`src/rtl/tcdm_wrr_mux_if.sv`:
```
// TCDM request/response bundle, NrPorts lanes wide. A single mux instance uses
// an NrPorts-wide bundle on its requester side and a one-lane bundle downstream.
interface tcdm_wrr_mux_if #(
  parameter int unsigned NrPorts   = 1,
  parameter int unsigned AddrWidth = 32,
  parameter int unsigned DataWidth = 32,
  parameter int unsigned UserWidth = 1
);
  localparam int unsigned StrbWidth = DataWidth / 8;

  logic [NrPorts-1:0]                 q_valid;
  logic [NrPorts-1:0]                 q_ready;
  logic [NrPorts-1:0][AddrWidth-1:0]  q_addr;
  logic [NrPorts-1:0]                 q_write;
  logic [NrPorts-1:0][DataWidth-1:0]  q_data;
  logic [NrPorts-1:0][StrbWidth-1:0]  q_strb;
  logic [NrPorts-1:0][UserWidth-1:0]  q_user;
  logic [NrPorts-1:0]                 p_valid;
  logic [NrPorts-1:0][DataWidth-1:0]  p_data;

  modport master (
    output q_valid, q_addr, q_write, q_data, q_strb, q_user,
    input  q_ready, p_valid, p_data
  );

  modport slave (
    input  q_valid, q_addr, q_write, q_data, q_strb, q_user,
    output q_ready, p_valid, p_data
  );
endinterface

```
`src/rtl/tcdm_wrr_mux.sv`:
```
// Weighted round-robin TCDM multiplexer: per-port credits refilled once per epoch,
// a grant lock while the downstream stalls, and an index FIFO routing in-order responses.
module tcdm_wrr_mux #(
  parameter int unsigned NrPorts     = 4,
  parameter int unsigned AddrWidth   = 32,
  parameter int unsigned DataWidth   = 32,
  parameter int unsigned UserWidth   = 1,
  parameter int unsigned RespDepth   = 2,
  parameter int unsigned WeightWidth = 4
) (
  input  logic                                clk_i,
  input  logic                                rst_i,
  input  logic [NrPorts-1:0][WeightWidth-1:0] weight_i,
  tcdm_wrr_mux_if.slave                       slv,
  tcdm_wrr_mux_if.master                      mst
);

  localparam int unsigned IdxW = (NrPorts > 1) ? $clog2(NrPorts) : 1;
  localparam int unsigned PtrW = (RespDepth > 1) ? $clog2(RespDepth) : 1;
  localparam int unsigned CntW = $clog2(RespDepth + 1);

  typedef logic [IdxW-1:0] idx_t;
  typedef logic [PtrW-1:0] ptr_t;

  logic [NrPorts-1:0][WeightWidth-1:0] credit_q;
  idx_t                                rr_q;
  logic                                lock_q;
  idx_t                                lock_idx_q;
  idx_t                                fifo_q [RespDepth];
  ptr_t                                wptr_q;
  ptr_t                                rptr_q;
  logic [CntW-1:0]                     count_q;

  logic [NrPorts-1:0] eligible;
  logic               sel_valid;
  idx_t               sel;
  logic               refill;
  logic               issue;
  logic               hs;
  logic               pop;
  idx_t               head;

  function automatic ptr_t ptr_inc(input ptr_t p);
    return (32'(p) == RespDepth - 1) ? '0 : p + 1'b1;
  endfunction

  always_comb begin
    for (int unsigned i = 0; i < NrPorts; i++) begin
      eligible[i] = slv.q_valid[i] && (credit_q[i] != '0);
    end
  end

  // A locked grant wins outright; otherwise scan forward from rr with wrap.
  always_comb begin
    int unsigned cand;
    cand      = 0;
    sel       = '0;
    sel_valid = 1'b0;
    if (lock_q) begin
      sel       = lock_idx_q;
      sel_valid = 1'b1;
    end else begin
      for (int unsigned k = 0; k < NrPorts; k++) begin
        cand = (32'(rr_q) + k) % NrPorts;
        if (!sel_valid && eligible[idx_t'(cand)]) begin
          sel       = idx_t'(cand);
          sel_valid = 1'b1;
        end
      end
    end
  end

  assign refill = !rst_i && (|slv.q_valid) && !sel_valid;
  assign issue  = !rst_i && sel_valid && (count_q < CntW'(RespDepth));
  assign hs     = issue && mst.q_ready[0];
  assign pop    = !rst_i && mst.p_valid[0] && (count_q != '0);
  assign head   = fifo_q[rptr_q];

  assign mst.q_valid[0] = issue;
  assign mst.q_addr[0]  = slv.q_addr[sel];
  assign mst.q_write[0] = slv.q_write[sel];
  assign mst.q_data[0]  = slv.q_data[sel];
  assign mst.q_strb[0]  = slv.q_strb[sel];
  assign mst.q_user[0]  = slv.q_user[sel];

  always_comb begin
    slv.q_ready      = '0;
    slv.q_ready[sel] = hs;
    slv.p_valid      = '0;
    slv.p_valid[head] = pop;
    for (int unsigned i = 0; i < NrPorts; i++) begin
      slv.p_data[i] = mst.p_data[0];
    end
  end

  // Control state: credits, pointer, lock and FIFO occupancy.
  always_ff @(posedge clk_i or posedge rst_i) begin
    if (rst_i) begin
      credit_q   <= '0;
      rr_q       <= '0;
      lock_q     <= 1'b0;
      lock_idx_q <= '0;
      wptr_q     <= '0;
      rptr_q     <= '0;
      count_q    <= '0;
    end else begin
      if (refill) begin
        for (int unsigned i = 0; i < NrPorts; i++) begin
          credit_q[i] <= (weight_i[i] == '0) ? WeightWidth'(1) : weight_i[i];
        end
      end else if (hs) begin
        credit_q[sel] <= credit_q[sel] - WeightWidth'(1);
      end
      if (hs) begin
        rr_q   <= (32'(sel) == NrPorts - 1) ? '0 : sel + 1'b1;
        lock_q <= 1'b0;
      end else if (issue) begin
        lock_q     <= 1'b1;
        lock_idx_q <= sel;
      end
      if (hs)  wptr_q <= ptr_inc(wptr_q);
      if (pop) rptr_q <= ptr_inc(rptr_q);
      case ({hs, pop})
        2'b10:   count_q <= count_q + 1'b1;
        2'b01:   count_q <= count_q - 1'b1;
        default: count_q <= count_q;
      endcase
    end
  end

  // FIFO payload needs no reset: occupancy alone decides what is valid.
  always_ff @(posedge clk_i) begin
    if (hs) fifo_q[wptr_q] <= sel;
  end

  always @(posedge clk_i) begin
    if (!rst_i && lock_q) begin
      assert (slv.q_valid[lock_idx_q])
        else $error("tcdm_wrr_mux: locked requester %0d dropped valid", lock_idx_q);
    end
    if (!rst_i) begin
      assert (!(mst.p_valid[0] && count_q == '0))
        else $warning("tcdm_wrr_mux: response with nothing outstanding dropped");
    end
  end

endmodule
```
`src/flat_wrapper.sv`:
```
// flat-port wrapper written by rule: the top's interface ports become plain ports
module tcdm_wrr_mux_flat 
#(
  parameter int unsigned NrPorts     = 4,
  parameter int unsigned AddrWidth   = 32,
  parameter int unsigned DataWidth   = 32,
  parameter int unsigned UserWidth   = 1,
  parameter int unsigned RespDepth   = 2,
  parameter int unsigned WeightWidth = 4
)
  (clk_i, rst_i, weight_i, slv_q_valid, slv_q_addr, slv_q_write, slv_q_data, slv_q_strb, slv_q_user, slv_q_ready, slv_p_valid, slv_p_data, mst_q_valid, mst_q_addr, mst_q_write, mst_q_data, mst_q_strb, mst_q_user, mst_q_ready, mst_p_valid, mst_p_data);
  tcdm_wrr_mux_if #(.NrPorts(NrPorts), .AddrWidth(AddrWidth), .DataWidth(DataWidth), .UserWidth(UserWidth)) slv_i ();
  tcdm_wrr_mux_if #(.NrPorts(NrPorts), .AddrWidth(AddrWidth), .DataWidth(DataWidth), .UserWidth(UserWidth)) mst_i ();
  input  logic clk_i;
  input  logic rst_i;
  input  logic [NrPorts-1:0][WeightWidth-1:0] weight_i;
  input wire logic [$bits(slv_i.q_valid)-1:0] slv_q_valid;
  input wire logic [$bits(slv_i.q_addr)-1:0] slv_q_addr;
  input wire logic [$bits(slv_i.q_write)-1:0] slv_q_write;
  input wire logic [$bits(slv_i.q_data)-1:0] slv_q_data;
  input wire logic [$bits(slv_i.q_strb)-1:0] slv_q_strb;
  input wire logic [$bits(slv_i.q_user)-1:0] slv_q_user;
  output wire logic [$bits(slv_i.q_ready)-1:0] slv_q_ready;
  output wire logic [$bits(slv_i.p_valid)-1:0] slv_p_valid;
  output wire logic [$bits(slv_i.p_data)-1:0] slv_p_data;
  output wire logic [$bits(mst_i.q_valid)-1:0] mst_q_valid;
  output wire logic [$bits(mst_i.q_addr)-1:0] mst_q_addr;
  output wire logic [$bits(mst_i.q_write)-1:0] mst_q_write;
  output wire logic [$bits(mst_i.q_data)-1:0] mst_q_data;
  output wire logic [$bits(mst_i.q_strb)-1:0] mst_q_strb;
  output wire logic [$bits(mst_i.q_user)-1:0] mst_q_user;
  input wire logic [$bits(mst_i.q_ready)-1:0] mst_q_ready;
  input wire logic [$bits(mst_i.p_valid)-1:0] mst_p_valid;
  input wire logic [$bits(mst_i.p_data)-1:0] mst_p_data;
  assign slv_i.q_valid = slv_q_valid;
  assign slv_i.q_addr = slv_q_addr;
  assign slv_i.q_write = slv_q_write;
  assign slv_i.q_data = slv_q_data;
  assign slv_i.q_strb = slv_q_strb;
  assign slv_i.q_user = slv_q_user;
  assign slv_q_ready = slv_i.q_ready;
  assign slv_p_valid = slv_i.p_valid;
  assign slv_p_data = slv_i.p_data;
  assign mst_q_valid = mst_i.q_valid;
  assign mst_q_addr = mst_i.q_addr;
  assign mst_q_write = mst_i.q_write;
  assign mst_q_data = mst_i.q_data;
  assign mst_q_strb = mst_i.q_strb;
  assign mst_q_user = mst_i.q_user;
  assign mst_i.q_ready = mst_q_ready;
  assign mst_i.p_valid = mst_p_valid;
  assign mst_i.p_data = mst_p_data;
  tcdm_wrr_mux #(.NrPorts(NrPorts), .AddrWidth(AddrWidth), .DataWidth(DataWidth), .UserWidth(UserWidth), .RespDepth(RespDepth), .WeightWidth(WeightWidth)) u_core (.clk_i(clk_i), .rst_i(rst_i), .weight_i(weight_i), .slv(slv_i), .mst(mst_i));
endmodule
```
`config.mk`:
```
export PLATFORM = sky130hd
export DESIGN_NAME = tcdm_wrr_mux_flat
export DESIGN_NICKNAME = d
export VERILOG_FILES = /design/src/rtl/tcdm_wrr_mux_if.sv /design/src/rtl/tcdm_wrr_mux.sv /design/src/flat_wrapper.sv
export SDC_FILE = /design/constraint.sdc
export NUM_CORES = 1
export LEC_CHECK = 0
export CAP_MARGIN = 20
export CORE_AREA = 5 5 333 335
export CTS_CLUSTER_SIZE = 10
export DETAILED_ROUTE_END_ITERATION = 6
export DIE_AREA = 0 0 338 340
export PLACE_DENSITY = 0.36
export SLEW_MARGIN = 20
export SYNTH_ARGS = -nofsm -noshare
export SYNTH_HDL_FRONTEND = slang
export SYNTH_SLANG_ARGS = --single-unit
```
`constraint.sdc`:
```
create_clock -name clk_i -period 6.9 [get_ports clk_i]
set_input_delay 1.38 -clock clk_i [delete_from_list [all_inputs] [get_ports clk_i]]
set_output_delay 1.38 -clock clk_i [all_outputs]
set_load 0.01 [all_outputs]
```
==> metrics, run 1 <==
worst path cell trace clkdlybuf4s50_1 > o41ai_4 > mux2i_1 > a221o_1 > nand2_8 > buf_12 > buf_4 > nand2_1 > and3_1 > a31oi_1 > clkdlybuf4s50_1; Vias 6863; post-synthesis instance total 995; Leak 4.23 nW; First-pass DRT Iterations 4; Post-CTS Hold Fix Bufs 0; Slowest-stage cell, CP clkdlybuf4s50_1; final slew viol count 0; Hold Path Class reg2reg; Final #Nets 1669; layout cells sized above 1 3.59%; DRC violations left 0; Routed Antenna Nets 0; worst path required time 5.52 ns; Yosys cell types 45; Fmax achieved 165 MHz; die area 115000 um^2; Ports 858; Pwr Density 447 nW/um^2; Chip Height 340 um; CP startpoint kind primary input; CTS root buffer clkbuf_16; dominant cell type by count on the critical path clkdlybuf4s50_1; actual slew at the worst max-slew pin 0.627 ns; Mapped Area 6430 um^2; Final Hold Viols 0; clock sink total 29; Num CTS Buffers 5; Sw Share 53.6%; Crit Path Category in2out; fillers 12.7k; post-detail-place hpwl 39300 um; outcome completed; Slew headroom 58.2%; yosys warns 213; final wirelength 44800 um; routed vias/inst 2.59; clock share of power 5.6%; most frequent cells in the layout clkdlybuf4s50_1, nand2_1, conb_1; Max Clock Skew 0.00725 ns; grt total ovfl 0; Area Overhead vs Synth 63.7%; vias in the first global route 6879; largest net degree at the start of global routing 76; WL per Instance 16.9 um; Gate power share 87.1%; IO buf count 382; RSZ-0062 raised after global routing no; Int Power 2.18 mW; sequential share of power 7.3%; delay-heaviest family, CP buffers and inverters; Max-Cap Viols 0; gr usage total 7.19%; initial antenna violation count 28; TNS Setup 0 ns; synthesized flop and latch total 29; FF+latch area 746 um^2; CTS tree built; final worst path period share 88.1%; asr flop ratio synth 86.2%; DRT iter0 DRCs 192; first-pass GRT wire length 57200 um; area occupied by multi-input gates 3660 um^2; CP max stage delay 0.63 ns; post-route minimum period 6.08 ns; register area share after synthesis 11.6%; postcts setup bufs 0; P_sw 2.53 mW; worst path bufs/invs 4; Post-CTS Resized 0; row count 121; final setup violation count 0; leading cell type in the layout, fill and taps excluded clkdlybuf4s50_1; Skew-Pair Late Insertion Delay 0.28 ns; gpl congestion 0.735; Core Area 108000 um^2; Hold WS 0.498 ns; R2R Path Start u_core.credit_q[3]; hold path startpoint u_core.wptr_q; nature of the critical path endpoint output port; Critical Path Start slv_q_valid[0]; clk buf depth 2; CP Data Arrival Time 4.70 ns; Initial Util 5.97%; clock-pin slew on the worst setup and hold paths 0.05 ns; H-tree levels 2; EDFF count, synth 4; ys flop type dfrtp_1; Die X 338 um; Avg Cell Area, Syn 6.46 um^2; Peak VDD IR 0.000267 V; Worst Path Max Fanout 71
registers in the layout (all words and copies together) (netlist names):
| name | cells |
|---|---|
| u_core.count_q | 2 |
| u_core.credit_q | 16 |
| u_core.fifo_q | 4 |
| u_core.lock_idx_q | 2 |
| u_core.lock_q | 1 |
| u_core.rptr_q | 1 |
| u_core.rr_q | 2 |
| u_core.wptr_q | 1 |
routing by layer:
metal  vias up  share of wire (%)  track usage, %  routed length, um
met5         -              0.076               0                 34
met4         6                2.9            1.53               1290
met3       126                 15            4.14               6620
met2       450                 47            12.6              21100
met1      3084                 35            7.45              15700
li1       3197                  -               -                  -
power by group through the flow:
| stage | registers (mW) | logic (mW) | clock network [mW] |
|---|---|---|---|
| 2_1_floorplan | 0.309 | 2.02 | 0 |
| 3_3_place_gp | 0.349 | 4.34 | 0 |
| 3_5_place_dp | 0.350 | 4.31 | 0 |
| 4_1_cts | 0.347 | 4.32 | 0.273 |
| 5_1_grt | 0.356 | 4.62 | 0.278 |
| 6_report | 0.346 | 4.10 | 0.262 |
per-stage QoR:
stage | area (um^2) | util, % | std cells | setup slack (ns) | power (mW)
final | 10500 | 9.77 | 2646 | 0.823 | 4.71
after global routing | 10500 | 9.76 | 2640 | 0.674 | 5.25
after CTS | 10500 | 9.76 | 2640 | 0.837 | 4.94
after detailed placement | 10300 | 9.60 | 2632 | 0.845 | 4.66
after global placement | 10300 | 9.60 | 2632 | 0.793 | 4.69
after floorplan | 7230 | - | 1207 | 2.38 | 2.33
layout make-up:
cell class                      instances  share of cell area (%)
Antenna cell                            6                   0.143
Clock buffer                            7                    1.35
Clock inverter                          1                   0.285
Inverter                               19                   0.737
Multi-Input combinational cell        766                    34.8
Sequential cell                        29                    7.08
Tap cell                             1414                    16.8
Timing Repair Buffer                  404                    38.8
path summary, 6_finish.rpt:
kind | to | slack (ns) | depth (start not counted)
max reg2reg | u_core.credit_q[2] | 3.53 | 11
min in group asynchronous | u_core.count_q[1] | 1.67 | 3
max | mst_q_data[0] | 0.82 | 11
min | u_core.wptr_q | 0.50 | 1
max in group asynchronous | u_core.credit_q[14] | 4.95 | 3
min reg2reg | u_core.wptr_q | 0.50 | 1
Yosys cell counts, drive strengths merged, types with 2 or more instances:
cell / count / area share, %
a22oi: 8 / 0.93
inv: 19 / 1.1
and3: 71 / 6.9
buf: 359 / 41
a21oi: 6 / 0.47
nand3: 5 / 0.39
o41ai: 4 / 1.2
mux2: 2 / 0.35
o21ai: 23 / 1.8
nor2: 15 / 0.88
a31oi: 70 / 6.8
nand2: 294 / 17
a221o: 6 / 0.93
ha: 6 / 1.2
xnor2: 6 / 0.82
and2: 5 / 0.49
clkbuf: 34 / 2.0
dfrtp: 25 / 9.7
mux2i: 4 / 0.62
edfxtp: 4 / 1.9
o211ai: 9 / 1.1
nor3: 6 / 0.47
logic make-up (layout without fill, tap and decap cells):
kind of cell	count (synthesis)	in the layout	synth area share, %
buf+inv	412	431	44.2
simple gates	401	401	26.8
compound gates	133	133	14.2
flops	29	29	11.6
xor+xnor	7	7	0.953
fa+ha+maj	6	6	1.17
mux	6	6	0.973
other cells	1	219	0.0583
Power figures use the tool's default switching activity.
==> run 2: changes to the inputs <==
--- a/config.mk
+++ b/config.mk
@@ -5,6 +5,7 @@
 export SDC_FILE = /design/constraint.sdc
 export NUM_CORES = 1
 export LEC_CHECK = 0
+export ABC_CLOCK_PERIOD_IN_PS = 6900
 export CAP_MARGIN = 20
 export CORE_AREA = 5 5 333 335
 export CTS_CLUSTER_SIZE = 10
==> results of run 2 <==
Final layout, timing and power as in run 1 (identical DEF).
==> patch 1: new RTL, config.mk and constraints of run 1 <==
`DataWidth` is set to 32 in 3 places; all go to 16.
--- a/src/rtl/tcdm_wrr_mux_if.sv
+++ b/src/rtl/tcdm_wrr_mux_if.sv
@@ -3,7 +3,7 @@
 interface tcdm_wrr_mux_if #(
   parameter int unsigned NrPorts   = 1,
   parameter int unsigned AddrWidth = 32,
-  parameter int unsigned DataWidth = 32,
+  parameter int unsigned DataWidth = 16,
   parameter int unsigned UserWidth = 1
 );
   localparam int unsigned StrbWidth = DataWidth / 8;
--- a/src/rtl/tcdm_wrr_mux.sv
+++ b/src/rtl/tcdm_wrr_mux.sv
@@ -3,7 +3,7 @@
 module tcdm_wrr_mux #(
   parameter int unsigned NrPorts     = 4,
   parameter int unsigned AddrWidth   = 32,
-  parameter int unsigned DataWidth   = 32,
+  parameter int unsigned DataWidth   = 16,
   parameter int unsigned UserWidth   = 1,
   parameter int unsigned RespDepth   = 2,
   parameter int unsigned WeightWidth = 4
--- a/src/flat_wrapper.sv
+++ b/src/flat_wrapper.sv
@@ -3,7 +3,7 @@
 #(
   parameter int unsigned NrPorts     = 4,
   parameter int unsigned AddrWidth   = 32,
-  parameter int unsigned DataWidth   = 32,
+  parameter int unsigned DataWidth   = 16,
   parameter int unsigned UserWidth   = 1,
   parameter int unsigned RespDepth   = 2,
   parameter int unsigned WeightWidth = 4
Ports: changed (6 resized); port bits go from 858 to 586. No check against the original RTL was run, so the function may have changed too.
==> patch 1 against run 1 <==
  * Sequential cell count is the same
  * Routed wire length shrank 47%
  * Die area is the same
  * Synthesized cell count shrank 34%
  * Setup slack gained 0.062 ns
  * Total power shrank 29%
  * Non-clock buffer count shrank 98
  * Area after synthesis shrank 18%
  * Count of clock-buffer cells in the layout is the same
  * Design area shrank 14%
  * Critical endpoint is now mst_q_addr[1]
==> patch 1: results (changes against run 1) <==
Layout area overhead 71.96%; dpl ws 0.8425 ns (-0.002954 ns); ant diodes 1 (-5); Cells after Synth 654 (-34%); sequential share of cell area 8.245% (+1.2 points); syn avg cell area 8.043 um^2 (+24%); synth top area cells buf_4 33%, dfrtp_1 12%, mux2i_1 12%; register area share after synthesis 14.18% (+2.6 points); M1 WL 9765 um (-38%); Non-clock buffer share 34.17% (-4.6 points); clk_skew 0.006353 ns (-0.0008982 ns); drt initial violations 97 (-49%); Final HPWL DP 20,440 um (-48%); status complete, no violations; Reg power frac 10.7% (+3.4 points); Tot GR Track Use 3.662% (-3.5 points); filler cell count in the final layout 12.66k (+0.055%); met2 WL 10,500 um (-50%); combinational power 2.74 mW (-33%); antenna violations before repair 5 (-82%); largest net degree at the start of global routing 72 (-5.3%); CP arrival 4.64 ns (-0.06 ns); Inverters, non-clock 16 (-3); Slew @ Worst Pin 0.6451 ns (+0.01852 ns); Commonest cells post-synth 228 x buf_4, 62 x mux2i_1, 59 x a21oi_1; Buffers on Ports 292 (-24%); vias in the first global route 4,762 (-31%); Pleak 3.290 nW (-22%); Wirelength per Cell 10.36 um (-39%); final cell count without fillers 2,282 (-14%)
patch 1: critical path, cell delays in order:
cell and delay, ns:
clkdlybuf4s50_1 0.57, o41a_1 0.32, a2111oi_2 0.13, a2111oi_4 0.64, buf_12 0.35, mux2i_2 0.33, buf_4 0.25, a21oi_1 0.08
clkdlybuf4s50_1 0.50
patch 1: layer usage:
layer / track usage, % / up-vias
li1: - / 2338
met1: 4.519 / 2135
met2: 6.004 / 315
met3: 1.452 / 23
met4: 0.8183 / 4
met5: 0 / -
patch 1: worst paths after layout:
check / from / end / slack [ns] / cells after the start
max in group asynchronous: rst_i / u_core.credit_q[13]$_DFFE_PP0P_ / 4.95 / 3
min in group asynchronous: rst_i / u_core.rptr_q$_DFFE_PP0P_ / 1.66 / 3
worst min register to register: u_core.wptr_q$_DFFE_PP0P_ / u_core.wptr_q$_DFFE_PP0P_ / 0.50 / 1
worst max register to register: u_core.credit_q[12]$_DFFE_PP0P_ / u_core.credit_q[10]$_DFFE_PP0P_ / 3.07 / 10
worst max-delay path: slv_q_valid[0] / mst_q_addr[1] / 0.88 / 9
worst min-delay path: u_core.wptr_q$_DFFE_PP0P_ / u_core.wptr_q$_DFFE_PP0P_ / 0.50 / 1
patch 1: cells by family after synthesis:
| family | share of synthesized area [%] |
|---|---|
| multiplexers | 13.39 |
| adder cells (fa/ha/maj) | 1.427 |
| XOR/XNOR | 0.9990 |
| AO/OA/AOI/OAI | 23.05 |
| other | 0.07129 |
| flip-flops | 14.18 |
| AND/OR/NAND/NOR | 10.44 |
| buffers and inverters | 36.44 |
==> patch 2: new RTL, settings of run 1 <==
Made on the original files. Make the reset (`rst_i`) synchronous in one clocked block.
--- a/src/rtl/tcdm_wrr_mux.sv
+++ b/src/rtl/tcdm_wrr_mux.sv
@@ -94,7 +94,7 @@
   end
 
   // Control state: credits, pointer, lock and FIFO occupancy.
-  always_ff @(posedge clk_i or posedge rst_i) begin
+  always_ff @(posedge clk_i) begin
     if (rst_i) begin
       credit_q   <= '0;
       rr_q       <= '0;
Function: differs if rst_i is asserted again (counterexample within 4 cycles, from zero or initial values and one cycle with rst_i high); with rst_i held inactive, the same outputs for 4 cycles.
==> patch 2 against run 1 <==
  * Setup slack improved by 0.14 ns
  * Hold slack improved by 0.0094 ns
  * Critical endpoint is now mst_q_addr[10]
  * Design area up 2.9%
  * Critical path type unchanged
  * Highest routed layer unchanged
  * Sequential cell count is 1 higher
  * Area after synthesis is 6.6% higher
  * Total power up 26%
  * Global-route usage is 1.3 points lower
  * Routed wire length fell by 15%
==> patch 2: results (changes against run 1) <==
Switch Pwr 3.179 mW (+26%); DR vias/cell 2.525 (-2.7%); dpl ws 0.8650 ns (+0.01953 ns); routability cong. 0.7370 (+0.27%); Inst Count DP 2,679 (+1.8%); filler cell count in the final layout 12.72k (+0.51%); antenna violations before repair 10 (-64%); Final HPWL DP 32,950 um (-16%); register area share after synthesis 9.346% (-2.2 points); Cells after Synth 1,043 (+4.8%); status complete, no violations; first-pass GRT wire length 49,130 um (-14%); vias 6,786 (-1.1%); CP Max Fanout 29 (-59%); Commonest cells post-synth 349 x buf_4, 313 x nor2_1, 82 x a21oi_1; reg2reg start u_core.credit_q[4]$_SDFFE_PP0P_; synth top area cells buf_4 38%, nor2_1 17%, mux2i_1 11%; CP arrival 4.56 ns (-0.14 ns); layout cells sized above 1 3.692% (+0.10 points); final WL 37,940 um (-15%); Tot GR Track Use 5.910% (-1.3 points); Final Critical Period 5.936 ns (-0.1406 ns); largest net degree at the start of global routing 68 (-11%); drt initial violations 193 (+0.52%); VDD IR max 0.3520 mV (+32%); Pleak 3.999 nW (-5.5%); Worst Hold Launch u_core.lock_idx_q[0]$_SDFFE_PP0P_; vias in the first global route 6,696 (-2.7%); post-synth cell types 56 (+24%); asr flop ratio synth 0% (-86 points)
## patch 2: worst reg2reg max path, cell delays in order (launching register included)
cell and delay, ns:
dfxtp_1 0.35, o41ai_4 0.60, a2bb2oi_1 0.25, a32o_1 0.31, nor2_4 0.11, inv_8 0.28
buf_4 0.33, nand2_1 0.10, a32oi_2 0.37, inv_1 0.08, ha_1 0.39, nor2_1 0.07
a221oi_1 0.22, nor2_1 0.06
## patch 2: final cells by class
class	instances	share of cell area, %
Antenna cell	1	0.02310
Inverter	16	0.6237
Multi-Input combinational cell	817	38.44
Clock inverter	1	0.04620
Sequential cell	30	5.914
Tap cell	1414	16.33
Clock buffer	7	1.317
Timing Repair Buffer	402	37.31
## patch 2: power groups by stage
stage,registers [mW],logic [mW],clock network [mW]
CTS,0.357,5.54,0.229
global placement,0.362,5.57,0
floorplan,0.316,2.98,0
detailed placement,0.360,5.51,0
finish,0.358,5.34,0.222
global route,0.369,5.95,0.238
## patch 2: per-layer routing
| layer | vias to the layer above | global-route usage (%) | part of all wire [%] |
|---|---|---|---|
| li1 | 3324 | - | - |
| met1 | 2938 | 7.221 | 42 |
| met2 | 426 | 9.679 | 44 |
| met3 | 96 | 2.169 | 11 |
| met4 | 2 | 1.793 | 3.2 |
| met5 | - | 0 | 0.034 |
## patch 2: worst paths after layout
kind / to / cells past startpoint
max: mst_q_addr[10] / 11
min: u_core.lock_idx_q[0]$_SDFFE_PP0P_ / 2
max reg2reg: u_core.credit_q[13]$_SDFFE_PP0P_ / 13
min reg2reg: u_core.lock_idx_q[0]$_SDFFE_PP0P_ / 2
## patch 2: logic make-up after synthesis
kind of cell	count (synthesis)	share of synthesized area (%)
other	1	0.05471
AOI/OAI and AO/OA	148	14.53
and+or+nand+nor	368	21.36
muxes	78	11.41
xor gates and xnor gates	4	0.5112
buffers and inverters	408	41.69
adders and majority gates	6	1.095
DFF	30	9.347
## patch 2: through the flow
stage	power [mW]	hold slack (ns)	util [%]
after floorplan	3.298	0.4725	-
after global placement	5.930	0.4885	9.910
after detailed placement	5.874	0.4983	9.910
after CTS	6.130	0.5095	10.05
after global routing	6.557	0.5321	10.05
final	5.921	0.5071	10.05
